<file path="config.mk">
export PLATFORM = sky130hd
export DESIGN_NAME = cluster_collector
export DESIGN_NICKNAME = d
export VERILOG_FILES = /design/src/rtl/cluster_collector.sv
export SDC_FILE = /design/constraint.sdc
export NUM_CORES = 1
export LEC_CHECK = 0
export CORE_ASPECT_RATIO = 1.2
export CORE_UTILIZATION = 52
export CTS_CLUSTER_SIZE = 24
export DETAILED_ROUTE_END_ITERATION = 8
export GPL_ROUTABILITY_DRIVEN = 0
export PLACE_DENSITY = 0.82
export SYNTH_ARGS = -nofsm -noshare
export SYNTH_HDL_FRONTEND = slang
export SYNTH_SLANG_ARGS = --single-unit
</file>
<file path="constraint.sdc">
create_clock -name clock -period 2.7 [get_ports clock]
set_input_delay 0.54 -clock clock [delete_from_list [all_inputs] [get_ports clock]]
set_output_delay 0.54 -clock clock [all_outputs]
set_load 0.02 [all_outputs]
</file>
<file path="src/rtl/cluster_collector.sv">
// cluster_collector
//
// Gathers the per-pass winners of the cluster priority encoder into a fixed
// list of MXCLUSTERS slots per frame and publishes the completed list with a
// one-cycle strobe. A frame is MXPASS consecutive clocks tagged 0..MXPASS-1.
//
// Ports
//   clock            system clock
//   reset_n          asynchronous active-low reset
//   pass_i           pass tag of the current encoder result
//   vpf_i            encoder result valid
//   adr_i            encoder cluster address
//   cnt_i            encoder cluster size count
//   clusters_o       published slots, slot k at [k*W +: W], W = MXCNTB+MXKEYBITS,
//                    packed {cnt, adr}; unused slots read {0, all-ones adr}
//   cluster_count_o  number of valid slots in the published frame
//   frame_valid_o    one-cycle strobe when a new list is published
//   overflow_o       published frame dropped at least one valid result
//   sync_err_o       sticky pass-sequence error, cleared only by reset
module cluster_collector #(
  parameter int MXKEYBITS  = 8,
  parameter int MXCNTB     = 3,
  parameter int MXCLUSTERS = 4,
  parameter int MXPASS     = 8
) (
  input  logic                                       clock,
  input  logic                                       reset_n,
  input  logic [2:0]                                 pass_i,
  input  logic                                       vpf_i,
  input  logic [MXKEYBITS-1:0]                       adr_i,
  input  logic [MXCNTB-1:0]                          cnt_i,
  output logic [MXCLUSTERS*(MXCNTB+MXKEYBITS)-1:0]   clusters_o,
  output logic [$clog2(MXCLUSTERS+1)-1:0]            cluster_count_o,
  output logic                                       frame_valid_o,
  output logic                                       overflow_o,
  output logic                                       sync_err_o
);

  localparam int W  = MXCNTB + MXKEYBITS;
  localparam int CW = $clog2(MXCLUSTERS + 1);

  localparam logic [W-1:0]  EMPTY    = {{MXCNTB{1'b0}}, {MXKEYBITS{1'b1}}};
  localparam logic [2:0]    LAST_TAG = 3'(MXPASS - 1);
  localparam logic [CW-1:0] FULL     = CW'(MXCLUSTERS);

  typedef enum logic {
    SEEK,
    COLLECT
  } state_t;

  state_t        state_q, state_d;
  logic [2:0]    tag_q, tag_d;
  logic [CW-1:0] wr_ptr_q, wr_ptr_d;
  logic          ovf_q, ovf_d;
  logic          serr_q, serr_d;
  logic          pub_q, pub_d;

  logic          take;
  logic          start;
  logic          wr_en;
  logic [CW-1:0] wr_idx;
  logic [CW-1:0] base_ptr;
  logic          base_ovf;
  logic [2:0]    exp_tag;

  logic [W-1:0]              slot_q [MXCLUSTERS];
  logic [MXCLUSTERS*W-1:0]   pub_data;

  logic [MXCLUSTERS*W-1:0]   clusters_q;
  logic [CW-1:0]             count_q;
  logic                      fv_q;
  logic                      ovf_out_q;

  // After the last pass the sequence wraps back to tag 0.
  assign exp_tag = (tag_q == LAST_TAG) ? 3'd0 : tag_q + 3'd1;

  always_comb begin
    state_d  = state_q;
    tag_d    = tag_q;
    wr_ptr_d = wr_ptr_q;
    ovf_d    = ovf_q;
    serr_d   = serr_q;
    pub_d    = 1'b0;
    take     = 1'b0;
    start    = 1'b0;
    wr_en    = 1'b0;
    wr_idx   = '0;
    base_ptr = wr_ptr_q;
    base_ovf = ovf_q;

    case (state_q)
      SEEK: begin
        if (pass_i == 3'd0) begin
          take    = 1'b1;
          start   = 1'b1;
          state_d = COLLECT;
        end
      end
      COLLECT: begin
        if (pass_i == exp_tag) begin
          take  = 1'b1;
          start = (pass_i == 3'd0);
        end else begin
          serr_d = 1'b1;
          if (pass_i == 3'd0) begin
            // A fresh tag 0 restarts the frame on the spot.
            take  = 1'b1;
            start = 1'b1;
          end else begin
            state_d  = SEEK;
            wr_ptr_d = '0;
            ovf_d    = 1'b0;
          end
        end
      end
      default: state_d = SEEK;
    endcase

    if (take) begin
      tag_d = pass_i;
      // Publication happens on the edge after the last pass is captured,
      // so it lines up with the next frame's pass 0.
      pub_d = (pass_i == LAST_TAG);
      if (start) begin
        base_ptr = '0;
        base_ovf = 1'b0;
      end
      wr_ptr_d = base_ptr;
      ovf_d    = base_ovf;
      if (vpf_i) begin
        if (base_ptr < FULL) begin
          wr_en    = 1'b1;
          wr_idx   = base_ptr;
          wr_ptr_d = base_ptr + CW'(1);
        end else begin
          ovf_d = 1'b1;
        end
      end
    end
  end

  always_ff @(posedge clock or negedge reset_n) begin
    if (!reset_n) begin
      state_q  <= SEEK;
      tag_q    <= '0;
      wr_ptr_q <= '0;
      ovf_q    <= 1'b0;
      serr_q   <= 1'b0;
      pub_q    <= 1'b0;
    end else begin
      state_q  <= state_d;
      tag_q    <= tag_d;
      wr_ptr_q <= wr_ptr_d;
      ovf_q    <= ovf_d;
      serr_q   <= serr_d;
      pub_q    <= pub_d;
    end
  end

  // Working slots carry data only; validity is tracked by wr_ptr_q.
  always_ff @(posedge clock) begin
    for (int k = 0; k < MXCLUSTERS; k++) begin
      if (wr_en && (wr_idx == CW'(k))) begin
        slot_q[k] <= {cnt_i, adr_i};
      end
    end
  end

  // Slots beyond the write pointer may hold stale data from older frames.
  always_comb begin
    pub_data = '0;
    for (int k = 0; k < MXCLUSTERS; k++) begin
      pub_data[k*W +: W] = (CW'(k) < wr_ptr_q) ? slot_q[k] : EMPTY;
    end
  end

  // Output registers load from the completed working buffer while the
  // working buffer may already be restarting for the next frame.
  always_ff @(posedge clock or negedge reset_n) begin
    if (!reset_n) begin
      clusters_q <= {MXCLUSTERS{EMPTY}};
      count_q    <= '0;
      fv_q       <= 1'b0;
      ovf_out_q  <= 1'b0;
    end else begin
      fv_q <= pub_q;
      if (pub_q) begin
        clusters_q <= pub_data;
        count_q    <= wr_ptr_q;
        ovf_out_q  <= ovf_q;
      end
    end
  end

  assign clusters_o      = clusters_q;
  assign cluster_count_o = count_q;
  assign frame_valid_o   = fv_q;
  assign overflow_o      = ovf_out_q;
  assign sync_err_o      = serr_q;

endmodule

</file>
# After elaboration in Yosys (flattened, before gate mapping)
# Memories as Yosys holds them, arrays and structs flattened.
# Index checks and enable logic that the tools add are counted.
[totals]
register_bits = 59
ram_bits = 44
mem_count = 1
in_bits = 17
[classes]
add_sub_neg = 2
magnitude_cmp = 5
reduce_logical = 12
n_bitwise = 2
n_mux = 49
eq_ne = 8
[memory_table]
columns = ["name", "depth", "width", "read_ports", "rd_clocked_by_memory_dff", "wr", "line", "rtl"]
rows = [
  ["slot_q", 4, 11, 4, 0, 1, "66", "logic [W-1:0] slot_q [MXCLUSTERS];"],
]
[op_table]
columns = ["op", "n"]
rows = [
  ["11-bit two-way mux", 7],
  ["3-bit two-way mux", 12],
  ["11-bit OR reduction", 3],
  ["1-bit two-way mux", 25],
  ["3-bit by 1-bit adder with 3-bit output (second input constant)", 2],
  ["3-bit by 2-bit equality test with 1-bit output (second input constant)", 2],
  ["3-bit equality test (second input constant)", 2],
  ["3-bit logical NOT", 2],
  ["1-bit by 3-bit less-than comparator with 1-bit output (first input constant)", 2],
  ["2-bit by 3-bit less-than comparator with 1-bit output (first input constant)", 2],
  ["2-bit two-way mux", 3],
  ["1-bit logical AND", 4],
  ["2-bit inequality test (second input constant)", 2],
  ["1-bit one-hot mux with 2 select lines", 2],
  ["3-bit by 1-bit equality test with 1-bit output (second input constant)", 1],
  ["3-bit equality test", 1],
  ["3-bit less-than comparator (second input constant)", 1],
  ["3-bit AND reduction", 1],
  ["1-bit NOT", 2],
  ["2-bit AND reduction", 1],
  ["2-bit nonzero test", 1],
]

# Depth between registers and ports, before layout
# Gate-level depths: netlist of run 1.
[depth]
ltp_word = 19
depth_mapped = 7

# Worst setup path before layout of run 1
# OpenSTA, ideal clock, no wires.
[synth_path]
kind = "reg2reg"
startpoint = "register tag_q[0]"
endpoint = "memory slot_q[2][0] (netlist name) (enable)"
synth_period_minus_slack_ps = 2367
arrival_time_ps = 1989
setup_slack_ps = 333
stages_incl_launch_ff = 7
setup_ps = 378
path_cell_list = "dfrtp_1 > ha_1 > ha_1 > xnor2_2 > nand4_4 > o21a_2 > nor3b_2"
[synth_between]
elab_chain_cells = 19
word_cells_on_any_way = 42
classes_between = "add/sub (1); order compare (1); eq/ne (5); mux (27); reduce/logical (8)"
[synth_lines]
columns = ["item", "line", "rtl"]
rows = [
  ["start: declaration", "52", "logic [2:0] tag_q, tag_d;"],
  ["start signal: assignment", "152", "tag_q <= tag_d;"],
  ["3-bit by 1-bit adder with 3-bit output / 3-bit equality test (equally long branches)", "75", "assign exp_tag = (tag_q == LAST_TAG) ? 3'd0 : tag_q + 3'd1;"],
  ["3-bit two-way mux (*)", "75", ""],
  ["3-bit equality test (*)", "100", "if (pass_i == exp_tag) begin"],
  ["1-bit two-way mux", "100", ""],
  ["1-bit one-hot mux with 2 select lines", "91", "case (state_q)"],
  ["3-bit two-way mux", "124", "if (start) begin"],
  ["3-bit two-way mux", "119", "if (take) begin"],
  ["3-bit less-than comparator", "131", "if (base_ptr < FULL) begin"],
  ["3-bit two-way mux", "131", ""],
  ["3-bit two-way mux", "130", "if (vpf_i) begin"],
  ["3-bit two-way mux", "119", ""],
  ["3-bit by 1-bit equality test with 1-bit output", "163", "if (wr_en && (wr_idx == CW'(k))) begin"],
  ["1-bit logical AND", "163", ""],
  ["1-bit two-way mux", "163", ""],
  ["1-bit two-way mux (not written as such)", "164", "slot_q[k] <= {cnt_i, adr_i};"],
  ["11-bit OR reduction (no source line)", "--", ""],
  ["2-bit two-way mux (no source line) / 1-bit two-way mux (equally long branches) (3 in a row)", "--", ""],
  ["end: declaration", "66", ""],
]
# Mark *: on every way between the ends. The rest lies on a longest branch, timed or not. The select of a mux whose other input is x is not followed.

# Worst setup path in the final report of run 1
[layout_path]
startpoint = "register tag_q[0]"
endpoint = "memory slot_q[1][2] (netlist name) (enable)"
# The elaborated chain is that of the path after synthesis.

==> results of run 1 <==
-- report_power, final --
| group | total (mW) | internal (mW) | leakage (nW) | switching, mW |
|---|---|---|---|---|
| combinational | 0.494 | 0.249 | 0.700 | 0.246 |
| clock | 0.959 | 0.440 | 0.102 | 0.519 |
| sequential | 1.86 | 1.79 | 1.10 | 0.0692 |
| total | 3.31 | 2.48 | 1.90 | 0.834 |
-- path summary, 6_finish.rpt --
path	depth (start not counted)	start	slack, ns	to
max	7	tag_q[0]	0.36	slot_q[1][2]
min	1	reset_n	0.21	cluster_count_o[0]
max reg2reg	7	tag_q[0]	0.36	slot_q[1][2]
min reg2reg	1	slot_q[1][1]	0.48	clusters_o[12]
max in group asynchronous	2	reset_n	1.75	clusters_o[40]
min in group clock	1	slot_q[1][1]	0.48	clusters_o[12]
-- Yosys cell counts (2+ instances only) --
cell type	n	area [um^2]
a31oi_1	9	56.3
nand3_1	6	30.0
mux2_2	4	45.0
mux2i_1	3	30.0
clkbuf_1	4	15.0
o21ai_1	2	10.0
dfstp_2	32	841
xnor2_2	2	32.5
and2_1	2	12.5
nor3b_2	2	25.0
o22ai_1	6	37.5
o21ai_0	8	40.0
buf_2	5	25.0
inv_1	29	109
nor2_1	8	30.0
ha_1	4	50.1
nor3_2	2	20.0
nand2_1	7	26.3
o22a_1	24	210
buf_1	3	11.3
dfrtp_1	27	676
edfxtp_1	44	1320
-- worst max-delay path, cell delays in order, from the launching register on --
cell and delay, ns:
dfrtp_1 0.43, ha_1 0.22, ha_1 0.32, xnor2_2 0.20, nand4_4 0.15, o21a_2 0.28
nor3b_2 0.23, buf_4 0.21
-- sequential cells by signal, summed over array words and instances, names as in the netlist --
| signal | count |
|---|---|
| cluster_count_o | 3 |
| clusters_o | 44 |
| frame_valid_o | 1 |
| overflow_o | 1 |
| ovf_q | 1 |
| pub_q | 1 |
| slot_q | 44 |
| state_q | 1 |
| sync_err_o | 1 |
| tag_q | 3 |
| wr_ptr_q | 3 |
-- routing by layer --
metal / global-route usage (%) / routed length [um] / up-vias
met5: 0 / 0 / -
met2: 34.5 / 3790 / 78
met4: 8.33 / 112 / 0
met1: 26.0 / 3030 / 1112
met3: 5.88 / 332 / 11
li1: - / - / 1062
-- cell type report --
cell class	instances	share of cell area, %
multi-input combinational	108	17.3
clock inverter	7	1.66
clock buffer	9	2.56
timing repair buffer	76	15.1
inverter	30	2.33
tap	90	2.33
sequential	103	58.7
-- cell families (layout without fill, tap and decap cells) --
kind of cell | after synthesis | count (layout) | synth area share, %
compound gates | 58 | 58 | 11.2
xor+xnor | 2 | 2 | 0.845
fa+ha+maj | 4 | 4 | 1.30
buf+inv | 43 | 122 | 4.55
flops | 103 | 103 | 73.7
mux | 7 | 7 | 1.95
simple gates | 37 | 37 | 6.44
-- cells in the final DEF, fill, tap and decap left out, types with 7 or more instances in the layout --
master / synthesis / final
o21ai_0: 8 / 8
a31oi_1: 9 / 9
o22a_1: 24 / 24
clkbuf_8: 0 / 9
dfrtp_1: 27 / 26
edfxtp_1: 44 / 44
dfstp_2: 32 / 32
nand2_1: 7 / 7
clkdlybuf4s50_1: 0 / 65
buf_4: 0 / 10
nor2_1: 8 / 8
inv_1: 29 / 29
-- through the flow --
| stage | worst slack [ns] | instances | total power, mW | hold slack, ns | util [%] |
|---|---|---|---|---|---|
| final | 0.362 | 423 | 3.31 | 0.213 | 67.2 |
| after global routing | 0.280 | 423 | 3.45 | 0.240 | 67.2 |
| after CTS | 0.361 | 423 | 3.34 | 0.210 | 67.2 |
| after detailed placement | 0.126 | 407 | 2.39 | 0.454 | 64.4 |
| after global placement | 0.201 | 407 | 2.37 | 0.443 | 64.4 |
| after floorplan | 0.333 | 254 | 2.13 | 0.244 | - |
==> impl_metrics.toml, run 1 <==
[run_status]
outcome = "completed"

[sta]
setup_viol_count_final = 0
rsz0062_at_grt = "false"
tns_ns = 0
fin_worst_skew_ns = 0.0133
min_period_ns = 2.34
report.final.slew_viol_count = 0
fmax_mhz = 428
slew_headroom_pct = 56.0
finalHoldViolations = 0
tightest_slew_ns = 0.660
post-route-period-util_pct = 86.6

[yosys]
avgSynthCellArea_um2 = 15.2
async_flop_share_pct = 57.3
ys_ff_latch = 103
synth.distinct_cells = 43
synthCells = 254
synthFlopType = "edfxtp_1"
synth_area_um2 = 3850
synth_edf_count = 44
yosysWarnings = 0
ys_seq_area_share_pct = 73.7
synth_nets = 275

[worst_setup_path]
cp.required_ns = 2.77
arrival_ns = 2.41
end_kind = "flip-flop"
start_kind = "flip-flop"
criticalPathCategory = "reg -> reg"
crit_fanout = 8

[place]
io_buffer_count = 66
place_area_um2 = 4630
place_hpwl_um = 5080

[route]
antenna_left = 0
wl_per_cell_um = 17.2
drt-initial-drc-count = 132
drc_errors = 0
dr.pass1.iters = 4
drt_wl_total_um = 7260
viasPerCell = 5.35
vias = 2263

[die]
start_util_pct = 53.5
fp.dieH_um = 96.2
fp.dieW_um = 80.5
ioPinCount = 67
die-area_um2 = 7750
row_count = 34
core_area_um2 = 7190

[finish]
fillers = 519
layout-drive-gt1-share_pct = 24.3
diodes = 0
syn_to_final_growth_pct = 25.6
final_area_um2 = 4830
multi_input_area_um2 = 836
seq_area_um2 = 2840
nets = 349

[global_route]
overflow = 0
antenna_found_initial = 0
grt_pass1_wl_um = 11300
grt_pass1_vias = 2218
grt_max_degree = 37
grt_use_total_pct = 20.9

[cts]
h-tree-depth = 3
ctsResizeCount = 0
cts_tree = "yes"
cts_setup_buffers = 0
ctsLongestPathBuffers = 2
numCtsBuffers = 9
clkLatencyLatePin_ns = 0.36
clk_pin_slew_ns = 0.10
root_buffer = "clkbuf_8"
clock-sinks = 103
holdBufCountCts = 0

[flow_run]
cap_violations = 0

[pwr]
power.density_nw_per_um2 = 685
p_leak_nw = 1.90
vdd_drop_max_v = 0.000458

[hold_path]
min_path_type = "in -> async"
(Power assumes the default switching activity.)
==> inputs of run 2 (changes only) <==
--- a/config.mk
+++ b/config.mk
@@ -11,6 +11,7 @@
 export DETAILED_ROUTE_END_ITERATION = 8
 export GPL_ROUTABILITY_DRIVEN = 0
 export PLACE_DENSITY = 0.82
+export SLEW_MARGIN = 15
 export SYNTH_ARGS = -nofsm -noshare
 export SYNTH_HDL_FRONTEND = slang
 export SYNTH_SLANG_ARGS = --single-unit
==> results of run 2 <==
No change in the layout: final DEF, timing and power equal those of run 1.
